`src/rtl/hazard_if.sv`:
```
// Hazard-controller bundle: ID/EX/MEM hazard inputs in, latch controls and debug counters out.
// Latency: none of its own; pure signal grouping.
// Backpressure: none; the pipeline (master) always presents inputs, the controller (slave) answers combinationally.
interface hazard_if #(
   parameter int CNT_W = 16
);
   logic [4:0]       id_rs;
   logic [4:0]       id_rt;
   logic             id_uses_rt;
   logic             ex_mem_read;
   logic [4:0]       ex_rt;
   logic             ex_muldiv;
   logic             mem_branch_taken;
   logic             pc_write;
   logic             if_id_write;
   logic             if_id_flush;
   logic             id_ex_write;
   logic             id_ex_flush;
   logic             ex_mem_flush;
   logic             busy;
   logic [CNT_W-1:0] stall_count;
   logic [CNT_W-1:0] flush_count;

   // Pipeline side: presents hazard sources, consumes latch controls.
   modport master (
      output id_rs, id_rt, id_uses_rt, ex_mem_read, ex_rt, ex_muldiv, mem_branch_taken,
      input  pc_write, if_id_write, if_id_flush, id_ex_write, id_ex_flush, ex_mem_flush,
             busy, stall_count, flush_count
   );

   // Controller side.
   modport slave (
      input  id_rs, id_rt, id_uses_rt, ex_mem_read, ex_rt, ex_muldiv, mem_branch_taken,
      output pc_write, if_id_write, if_id_flush, id_ex_write, id_ex_flush, ex_mem_flush,
             busy, stall_count, flush_count
   );
endinterface

```
`src/rtl/hazard_ctrl.sv`:
```
// Pipeline sequencing controller: load-use stalls, MEM branch flushes, mult/div EX holds, with debug counters.
// Latency: latch controls are combinational from state and inputs; state and counters update on clk.
// Backpressure: stalls the front end by dropping pc_write/if_id_write (and id_ex_write for mult/div).
module hazard_ctrl #(
   parameter int MEM_LATENCY   = 1,
   parameter int MULDIV_CYCLES = 4,
   parameter int CNT_W         = 16
) (
   input  logic     clk,
   input  logic     rst,
   hazard_if.slave  hif
);

   typedef enum logic [1:0] {RUN, LD_WAIT, MD_WAIT} state_t;

   // Extra hold cycles after the entry cycle: a load-use stall lasts MEM_LATENCY cycles,
   // a mult/div freeze lasts MULDIV_CYCLES-1 cycles.
   localparam logic [4:0] LD_LOAD = 5'(MEM_LATENCY - 2);
   localparam logic [4:0] MD_LOAD = 5'(MULDIV_CYCLES - 2);

   state_t           state_q, state_d;
   logic [4:0]       wcnt_q, wcnt_d;
   logic [CNT_W-1:0] stall_cnt_q, stall_cnt_d;
   logic [CNT_W-1:0] flush_cnt_q, flush_cnt_d;

   logic load_use;
   logic flush_evt;
   logic pc_write, if_id_write, if_id_flush, id_ex_write, id_ex_flush, ex_mem_flush, busy;

   // Hazard decode; a dependency on r0 never stalls.
   always_comb begin
      load_use = hif.ex_mem_read && (hif.ex_rt != 5'd0) &&
                 ((hif.ex_rt == hif.id_rs) || (hif.id_uses_rt && (hif.ex_rt == hif.id_rt)));
   end

   // Next-state and latch controls; reset forces every latch to bubble and holds the front end.
   always_comb begin
      state_d      = state_q;
      wcnt_d       = wcnt_q;
      flush_evt    = 1'b0;
      pc_write     = 1'b1;
      if_id_write  = 1'b1;
      id_ex_write  = 1'b1;
      if_id_flush  = 1'b0;
      id_ex_flush  = 1'b0;
      ex_mem_flush = 1'b0;
      busy         = 1'b0;
      case (state_q)
         RUN: begin
            if (hif.mem_branch_taken) begin
               // Squashes everything younger, including any stalling instruction.
               if_id_flush  = 1'b1;
               id_ex_flush  = 1'b1;
               ex_mem_flush = 1'b1;
               flush_evt    = 1'b1;
            end else if (hif.ex_muldiv) begin
               pc_write     = 1'b0;
               if_id_write  = 1'b0;
               id_ex_write  = 1'b0;
               ex_mem_flush = 1'b1;
               if (MULDIV_CYCLES > 2) begin
                  wcnt_d  = MD_LOAD;
                  state_d = MD_WAIT;
               end
            end else if (load_use) begin
               pc_write    = 1'b0;
               if_id_write = 1'b0;
               id_ex_flush = 1'b1;
               if (MEM_LATENCY > 1) begin
                  wcnt_d  = LD_LOAD;
                  state_d = LD_WAIT;
               end
            end
         end
         LD_WAIT: begin
            busy        = 1'b1;
            pc_write    = 1'b0;
            if_id_write = 1'b0;
            id_ex_flush = 1'b1;
            if (wcnt_q == 5'd0) state_d = RUN;
            else                wcnt_d  = wcnt_q - 5'd1;
         end
         MD_WAIT: begin
            // The last hold cycle is wcnt==1; the following RUN cycle lets the result into EX/MEM.
            busy         = 1'b1;
            pc_write     = 1'b0;
            if_id_write  = 1'b0;
            id_ex_write  = 1'b0;
            ex_mem_flush = 1'b1;
            if (wcnt_q <= 5'd1) begin
               state_d = RUN;
               wcnt_d  = 5'd0;
            end else begin
               wcnt_d = wcnt_q - 5'd1;
            end
         end
         default: begin
            state_d = RUN;
            wcnt_d  = 5'd0;
         end
      endcase
      if (rst) begin
         pc_write     = 1'b0;
         if_id_write  = 1'b0;
         id_ex_write  = 1'b0;
         if_id_flush  = 1'b1;
         id_ex_flush  = 1'b1;
         ex_mem_flush = 1'b1;
         busy         = 1'b0;
         flush_evt    = 1'b0;
      end
   end

   // Saturating statistics.
   always_comb begin
      stall_cnt_d = stall_cnt_q;
      flush_cnt_d = flush_cnt_q;
      if (!pc_write && !rst && (stall_cnt_q != {CNT_W{1'b1}}))
         stall_cnt_d = stall_cnt_q + 1'b1;
      if (flush_evt && (flush_cnt_q != {CNT_W{1'b1}}))
         flush_cnt_d = flush_cnt_q + 1'b1;
   end

   // State, wait counter and statistics registers.
   always_ff @(posedge clk or posedge rst) begin
      if (rst) begin
         state_q     <= RUN;
         wcnt_q      <= 5'd0;
         stall_cnt_q <= '0;
         flush_cnt_q <= '0;
      end else begin
         state_q     <= state_d;
         wcnt_q      <= wcnt_d;
         stall_cnt_q <= stall_cnt_d;
         flush_cnt_q <= flush_cnt_d;
      end
   end

   // Drive the bundle.
   always_comb begin
      hif.pc_write     = pc_write;
      hif.if_id_write  = if_id_write;
      hif.if_id_flush  = if_id_flush;
      hif.id_ex_write  = id_ex_write;
      hif.id_ex_flush  = id_ex_flush;
      hif.ex_mem_flush = ex_mem_flush;
      hif.busy         = busy;
      hif.stall_count  = stall_cnt_q;
      hif.flush_count  = flush_cnt_q;
   end

endmodule
```
`src/flat_wrapper.sv`:
```
// flat-port wrapper written by rule: the top's interface ports become plain ports
module hazard_ctrl_flat 
#(
   parameter int MEM_LATENCY   = 1,
   parameter int MULDIV_CYCLES = 4,
   parameter int CNT_W         = 16
)
  (clk, rst, hif_id_rs, hif_id_rt, hif_id_uses_rt, hif_ex_mem_read, hif_ex_rt, hif_ex_muldiv, hif_mem_branch_taken, hif_pc_write, hif_if_id_write, hif_if_id_flush, hif_id_ex_write, hif_id_ex_flush, hif_ex_mem_flush, hif_busy, hif_stall_count, hif_flush_count);
  hazard_if #(.CNT_W(CNT_W)) hif_i ();
  input  logic clk;
  input  logic rst;
  input wire logic [$bits(hif_i.id_rs)-1:0] hif_id_rs;
  input wire logic [$bits(hif_i.id_rt)-1:0] hif_id_rt;
  input wire logic [$bits(hif_i.id_uses_rt)-1:0] hif_id_uses_rt;
  input wire logic [$bits(hif_i.ex_mem_read)-1:0] hif_ex_mem_read;
  input wire logic [$bits(hif_i.ex_rt)-1:0] hif_ex_rt;
  input wire logic [$bits(hif_i.ex_muldiv)-1:0] hif_ex_muldiv;
  input wire logic [$bits(hif_i.mem_branch_taken)-1:0] hif_mem_branch_taken;
  output wire logic [$bits(hif_i.pc_write)-1:0] hif_pc_write;
  output wire logic [$bits(hif_i.if_id_write)-1:0] hif_if_id_write;
  output wire logic [$bits(hif_i.if_id_flush)-1:0] hif_if_id_flush;
  output wire logic [$bits(hif_i.id_ex_write)-1:0] hif_id_ex_write;
  output wire logic [$bits(hif_i.id_ex_flush)-1:0] hif_id_ex_flush;
  output wire logic [$bits(hif_i.ex_mem_flush)-1:0] hif_ex_mem_flush;
  output wire logic [$bits(hif_i.busy)-1:0] hif_busy;
  output wire logic [$bits(hif_i.stall_count)-1:0] hif_stall_count;
  output wire logic [$bits(hif_i.flush_count)-1:0] hif_flush_count;
  assign hif_i.id_rs = hif_id_rs;
  assign hif_i.id_rt = hif_id_rt;
  assign hif_i.id_uses_rt = hif_id_uses_rt;
  assign hif_i.ex_mem_read = hif_ex_mem_read;
  assign hif_i.ex_rt = hif_ex_rt;
  assign hif_i.ex_muldiv = hif_ex_muldiv;
  assign hif_i.mem_branch_taken = hif_mem_branch_taken;
  assign hif_pc_write = hif_i.pc_write;
  assign hif_if_id_write = hif_i.if_id_write;
  assign hif_if_id_flush = hif_i.if_id_flush;
  assign hif_id_ex_write = hif_i.id_ex_write;
  assign hif_id_ex_flush = hif_i.id_ex_flush;
  assign hif_ex_mem_flush = hif_i.ex_mem_flush;
  assign hif_busy = hif_i.busy;
  assign hif_stall_count = hif_i.stall_count;
  assign hif_flush_count = hif_i.flush_count;
  hazard_ctrl #(.MEM_LATENCY(MEM_LATENCY), .MULDIV_CYCLES(MULDIV_CYCLES), .CNT_W(CNT_W)) u_core (.clk(clk), .rst(rst), .hif(hif_i));
endmodule
```
`config.mk`:
```
export PLATFORM = sky130hd
export DESIGN_NAME = hazard_ctrl_flat
export DESIGN_NICKNAME = d
export VERILOG_FILES = /design/src/rtl/hazard_if.sv /design/src/rtl/hazard_ctrl.sv /design/src/flat_wrapper.sv
export SDC_FILE = /design/constraint.sdc
export NUM_CORES = 1
export LEC_CHECK = 0
export BUFFER_PORTS_ARGS = -buffer_cell sky130_fd_sc_hd__clkbuf_2
export CORE_UTILIZATION = 30
export DETAILED_ROUTE_END_ITERATION = 8
export SLEW_MARGIN = 40
export SYNTH_ARGS = -nofsm -noshare
export SYNTH_HDL_FRONTEND = slang
export SYNTH_SLANG_ARGS = --single-unit
```
`constraint.sdc`:
```
create_clock -name clk -period 2.1 [get_ports clk]
set_input_delay 0.21 -clock clk [delete_from_list [all_inputs] [get_ports clk]]
set_output_delay 0.21 -clock clk [all_outputs]
set_load 0.05 [all_outputs]
```
==> results of run 1 <==
==> area by class of cell <==
| cell class | instances | share of cell area [%] |
|---|---|---|
| multi-input cells | 160 | 41.3 |
| flip-flops and latches | 38 | 35.4 |
| repair buffers | 64 | 12.3 |
| well taps | 96 | 4.44 |
| clock buffers | 6 | 3.05 |
| clock inverters | 2 | 2.22 |
| inverters | 10 | 1.39 |
==> registers in the layout, indices dropped and copies added, names as in the netlist <==
signal and count:
u_core.hif.flush_count 16, u_core.state_q 1, u_core.hif.stall_count 16, u_core.wcnt_q 5
==> path summary, 6_finish.rpt <==
kind	from	endpoint	slack (ns)	depth (start not counted)
worst max-delay path	u_core.hif.stall_count[0]$_DFFE_PP0P_	u_core.hif.stall_count[14]$_DFFE_PP0P_	0.09	8
worst min register to register	u_core.hif.stall_count[15]$_DFFE_PP0P_	u_core.hif.stall_count[15]$_DFFE_PP0P_	0.49	1
worst max register to register	u_core.hif.stall_count[0]$_DFFE_PP0P_	u_core.hif.stall_count[14]$_DFFE_PP0P_	0.09	8
max in group asynchronous	rst	u_core.hif.stall_count[1]$_DFFE_PP0P_	1.60	3
min in group clk	hif_ex_mem_read	u_core.hif.stall_count[2]$_DFFE_PP0P_	0.32	5
worst min-delay path	rst	u_core.state_q[1]$_DFFE_PP0P_	0.12	3
==> routing by layer <==
metal | share of wire (%) | vias up | track usage [%]
met2 | 49 | 34 | 21.7
met3 | 3.3 | 7 | 3.27
met1 | 47 | 809 | 15.9
met4 | 1.1 | 0 | 4.09
li1 | - | 873 | -
met5 | 0 | - | 0
==> cells in the final DEF, fill, tap and decap left out, types with 3 or more instances in the layout <==
cell / count
clkbuf_2: 59
dfrtp_1: 33
xnor2_1: 21
nand2_1: 20
nor2_1: 19
xor2_1: 15
nand3_1: 12
inv_1: 8
nand4_1: 7
nor3_2: 6
a21oi_1: 6
clkbuf_8: 6
and2_1: 5
o21ai_0: 5
buf_4: 5
dfrtp_2: 5
and4_4: 4
ha_1: 4
and3_1: 3
o31ai_1: 3
nor3_1: 3
==> critical path: cells and delay by family (launching register included) <==
family	cells	cell delay [ns]
compound gates	1	0.23
simple gates	4	0.68
flops	1	0.43
fa+ha+maj	1	0.23
xor+xnor	1	0.16
buf+inv	1	0.21
==> timing repair <==
action                                 4_1_cts  5_1_grt
gates resized for setup                      0        3
endpoints found under the hold margin        0        0
setup endpoints to repair                    0        2
==> where the power goes <==
group	leakage [nW]	switching, mW	internal [mW]	total (mW)
registers	0.477	0.198	0.901	1.10
clock network	0.0714	0.262	0.507	0.769
logic	0.719	0.913	0.394	1.31
total	1.27	1.37	1.80	3.18
==> kinds of logic after synthesis <==
kind of cell	synth area share, %
adders and majority gates	2.38
muxes	2.02
AOI/OAI and AO/OA	8.14
buffers and inverters	3.33
DFF	45.1
xor gates and xnor gates	15.0
and+or+nand+nor	24.1
==> metrics by stage <==
stage | setup slack (ns) | utilization, %
floorplan | 0.00690 | -
global placement | 0.123 | 37.5
detailed placement | 0.0771 | 37.5
CTS | 0.0634 | 39.6
global route | -0.0298 | 39.9
finish | 0.0851 | 39.9
==> results by group, run 1 <==
Worst hold path
  – HP Class: input port to async pin

Final layout
  – # fillers: roughly 700
  – Multi-input logic area: approximately 1100 um^2
  – Fin cells: 376
  – Antenna cells: 0
  – Register area: roughly 960 um^2
  – Synth-to-Final Area Change: 28.5%
  – Layout cells sized above 1: 34.3%
  – Design Area, Final: roughly 2700 um^2
  – # nets final: around 300

Setup path
  – CP Launch Type: register
  – Critical-path top delay cell: dfrtp_2
  – Setup CP Type: register to register
  – CP Max Fanout: 14
  – CP max stage delay: 0.43 ns
  – Critical Path Sink Type: register
  – Crit path arrival time: roughly 2.2 ns
  – WP data required: ~2.3 ns
  – CP Cell Sequence: ha_1, and3_1, nor2b_1, a32oi_2, nand3_2, buf_4, nor3_1, xor2_1

Synthesis
  – Commonest cells post-synth: 38 x dfrtp_1, 21 x xnor2_1, 20 x nand2_1
  – Post-synth ARST share: 100%
  – Synth Warn #: 0
  – Sequential share of the synthesized area: approximately 45%
  – Post-Synthesis Cells: 212
  – Post-Syn Area: approximately 2100 um^2
  – Synthesized area per cell: around 9.9 um^2
  – #FFs+latches synth: 38
  – Top-count cell post-synth: dfrtp_1
  – Syn nets: between 200 and 250
  – Post-synth EDFFs: 0
  – Top post-synthesis cells by area: dfrtp_1 45%, xnor2_1 8.7%, xor2_1 6.2%
  – Synth area leader: dfrtp_1
  – Top-area cell type share of the netlist area: a little under half
  – Main synth FF type: dfrtp_1
  – Synth cell types: roughly 40

Route
  – DR pass1 iterations: 6
  – ANT nets after route: 0
  – Post-DR wirelength/cell: approximately 12 um
  – Via density per instance: 4.58
  – Routed WL: roughly 4500 um
  – Vias: between 1500 and 2000
  – DRC violations left: 2
  – Iter 0 DRT Violations: about 100

Die
  – Number of cell rows: 30
  – # IOs: 60
  – Die height: approximately 86 um
  – Die width: ~86 um
  – Core Box Area: ~6800 um^2
  – Starting Density: between 30 and 40%
  – Die area: around 7400 um^2

STA
  – Setup TNS: 0 ns
  – Fin Hold WS: 0.119 ns
  – Final Max Slew Viols: 0
  – Final hold viol count: 0
  – Slew HR: between 60% and 70%
  – Final Cycle Share: between 90 and 100%
  – Worst Skew: 0.00507 ns
  – Worst-margin pin slew: between 0.4 and 0.5 ns
  – Max Clk Rate: between 400 and 500 MHz
  – Final-report setup violation count: 0
  – Tmin final: between 2 and 2.5 ns

Clock network
  – Postcts setup bufs: 0
  – Deepest clock path buffer count: 2
  – H-tree levels: 2
  – Hold_buf cts: 0
  – Clock buffer count from CTS: 5
  – Clk_lat worst skew: 0.29 ns
  – Clk slew on worst S/H paths: 0.08 ns
  – CTS tree: done
  – Root Buffer: clkbuf_8
  – CTS sink cnt: 38

Place
  – Placed Area: 2540 um^2
  – RePlAce Congestion: 0.767
  – Hpwl dp: 3400 um
  – IO Port Bufs: 59
  – Placed cells: approximately 370

GRT
  – Gr usage total: 12.8%
  – Maximum number of pins on one net before global-route repair: 39
  – First-pass GRT wire length: approximately 7400 um
  – Initial antenna violation count: 0
  – GRT overflow: 0
  – Vias in the first global route: roughly 1600

Pwr
  – Power Dens Cells: 1170 nW/um^2
  – P_leak: approximately 1.3 nW
  – Peak supply drop: roughly 0.8 mV
  – Pwr Total: 3.18 mW

Status
  – Violated checks: design-rule violations
  – Status: complete, but fails checks

Flow run
  – Max Cap Viol: 0
Note: power is estimated with default switching activity, not from simulation.
==> inputs of run 2 (changes only) <==
--- a/config.mk
+++ b/config.mk
@@ -6,8 +6,9 @@
 export NUM_CORES = 1
 export LEC_CHECK = 0
 export BUFFER_PORTS_ARGS = -buffer_cell sky130_fd_sc_hd__clkbuf_2
-export CORE_UTILIZATION = 30
+export CORE_UTILIZATION = 45
 export DETAILED_ROUTE_END_ITERATION = 8
+export PLACE_DENSITY = 0.71
 export SLEW_MARGIN = 40
 export SYNTH_ARGS = -nofsm -noshare
 export SYNTH_HDL_FRONTEND = slang
==> results by group, run 2 (synthesis gave the netlist of run 1 again) <==
Clock network
  – Deepest clock path buffer count: 2
  – Clock buffer count from CTS: 5
  – CTS tree: done
  – Clk_lat worst skew: about 0.29 ns
  – CTS sink cnt: 38
  – Clk slew on worst S/H paths: approximately 0.07 ns
  – H-tree levels: 2
  – Root Buffer: clkbuf_8

Pwr
  – Logic gate share of total power: 44.9%
  – P_leak: around 1.2 nW
  – Peak supply drop: 0.889 mV
  – Sw frac: a little under half
  – Clock power share: 16.4%
  – P_int: 1.53 mW
  – Power Dens Cells: between 1000 and 1500 nW/um^2
  – NetSw: between 1 and 1.5 mW
  – Pwr Total: around 2.9 mW
  – Sequential share of power: 38.7%

Route
  – Met3 Wirelength: approximately 160 um
  – Wire length on met2: ~2200 um
  – Via density per instance: around 5.2
  – Iter 0 DRT Violations: a little over 90
  – Routed WL: ~4400 um
  – Post-DR wirelength/cell: ~13 um
  – DRC violations left: 0
  – Wl on met1: a little under 2000 um
  – Max Used Layer: met4
  – Vias: ~1700
  – ANT nets after route: 0
  – DR pass1 iterations: 5

Final layout
  – Design Area, Final: 2620 um^2
  – Post-layout util: about three fifths
  – Most common cell after layout, fill and taps aside: clkbuf_2
  – Commonest non-fill, non-tap cells in the layout: 59 x clkbuf_2, 33 x dfrtp_1, 21 x xnor2_1, 20 x nand2_1, 19 x nor2_1
  – Layout cells sized above 1: 33.8%
  – Antenna cells: 0
  – # nets final: 305
  – Synth-to-Final Area Change: 24.2%
  – Fin cells: between 300 and 400

STA
  – Final hold viol count: 0
  – Final-report setup violation count: 0
  – Slew HR: 59.0%
  – Worst Skew: 0.00378 ns
  – Tmin final: approximately 2.0 ns
  – Final Cycle Share: between 90% and 100%
  – Final Max Slew Viols: 0
  – Worst-margin pin slew: between 0.6 and 0.7 ns
  – Fin Hold WS: between 0.1 and 0.15 ns
  – Max Clk Rate: ~500 MHz

Setup path
  – Critical Path Sink Type: register
  – Crit path arrival time: approximately 2.2 ns
  – CP Launch Type: register
  – WP data required: ~2.3 ns
  – CP Max Fanout: 7
  – Setup CP Type: register to register

Place
  – Hpwl dp: ~3200 um
  – RePlAce Congestion: around 0.8
  – Placed cells: ~320
  – Placed Area: approximately 2500 um^2
  – IO Port Bufs: 59

Die
  – Core Box Area: 4410 um^2
  – Number of cell rows: 24
  – # IOs: 60
  – Die area: approximately 5000 um^2
  – Starting Density: between 40% and 50%
  – Die width: ~70 um
  – Die height: around 70 um

GRT
  – Initial antenna violation count: 0
  – GRT overflow: 0
  – Vias in the first global route: between 1500 and 2000
  – Gr usage total: about 18%
  – Maximum number of pins on one net before global-route repair: 39
  – First-pass GRT wire length: ~7100 um

Flow run
  – Max Cap Viol: 0

Worst hold path
  – HP Class: input port to async pin

Status
  – Status: complete, no violations
run 2: changes by cell type in the layout (fill, tap and decap cells not counted), sizes merged:
cell | before | now
clkbuf | 65 | 67
bufinv | 2 | 0
nand3 | 13 | 14
run 2: power by group through the flow:
stage | clock, mW | combinational (mW) | sequential [mW]
finish | 0.473 | 1.30 | 1.12
global route | 0.511 | 1.41 | 1.15
CTS | 0.487 | 1.26 | 1.12
detailed placement | 0 | 1.25 | 1.13
global placement | 0 | 1.23 | 1.13
floorplan | 0 | 0.618 | 1.45
run 2: final timing paths:
check                                                      start                                     to  slack (ns)  depth (start not counted)
max                        u_core.hif.stall_count[1]$_DFFE_PP0P_  u_core.hif.stall_count[1]$_DFFE_PP0P_         0.1                          7
min                                                          rst           u_core.wcnt_q[1]$_DFFE_PP0P_        0.12                          3
max reg2reg                u_core.hif.stall_count[1]$_DFFE_PP0P_  u_core.hif.stall_count[1]$_DFFE_PP0P_         0.1                          7
min reg2reg                u_core.hif.flush_count[6]$_DFFE_PP0P_  u_core.hif.flush_count[6]$_DFFE_PP0P_        0.50                          1
max in group asynchronous                                    rst  u_core.hif.stall_count[0]$_DFFE_PP0P_        1.61                          3
min in group clk                                 hif_ex_mem_read  u_core.hif.stall_count[2]$_DFFE_PP0P_        0.37                          5
run 2: timing repair:
action                                  4_1_cts  5_1_grt
setup buffers                                 0        2
gates resized for setup                       1        5
hold buffers                                  0        0
pin swaps                                     0        1
endpoints found under the setup margin        4        7
cloned                                        0        1
run 2: routing by layer:
layer | global-route usage (%) | vias to the layer above
met1 | 23.2 | 828
li1 | - | 876
met2 | 29.5 | 36
met5 | 0 | -
met3 | 3.61 | 7
met4 | 6.67 | 0
run 2: critical path, stage by stage, from the launching register on:
cell and delay (ns):
dfrtp_2 0.43, ha_2 0.19, and3_1 0.19, nor2b_1 0.15, a32oi_2 0.28, buf_4 0.18
nand3_4 0.13, mux2_1 0.35
run 2: per-stage QoR:
step / setup slack [ns] / TNS [ns]
6_report: 0.0995 / 0
4_1_cts: 0.0443 / 0
3_5_place_dp: -0.0461 / -0.106
2_1_floorplan: 0.00690 / 0
3_3_place_gp: 0.0335 / 0
5_1_grt: -0.0159 / -0.0159
run 2: final cells by class:
cell class / instances / area (um^2)
Fill cell: 382 / 1800
Multi-Input combinational cell: 161 / 1140
Sequential cell: 38 / 957
Timing Repair Buffer: 64 / 333
Clock buffer: 8 / 80.1
Tap cell: 52 / 65.1
Inverter: 10 / 37.5
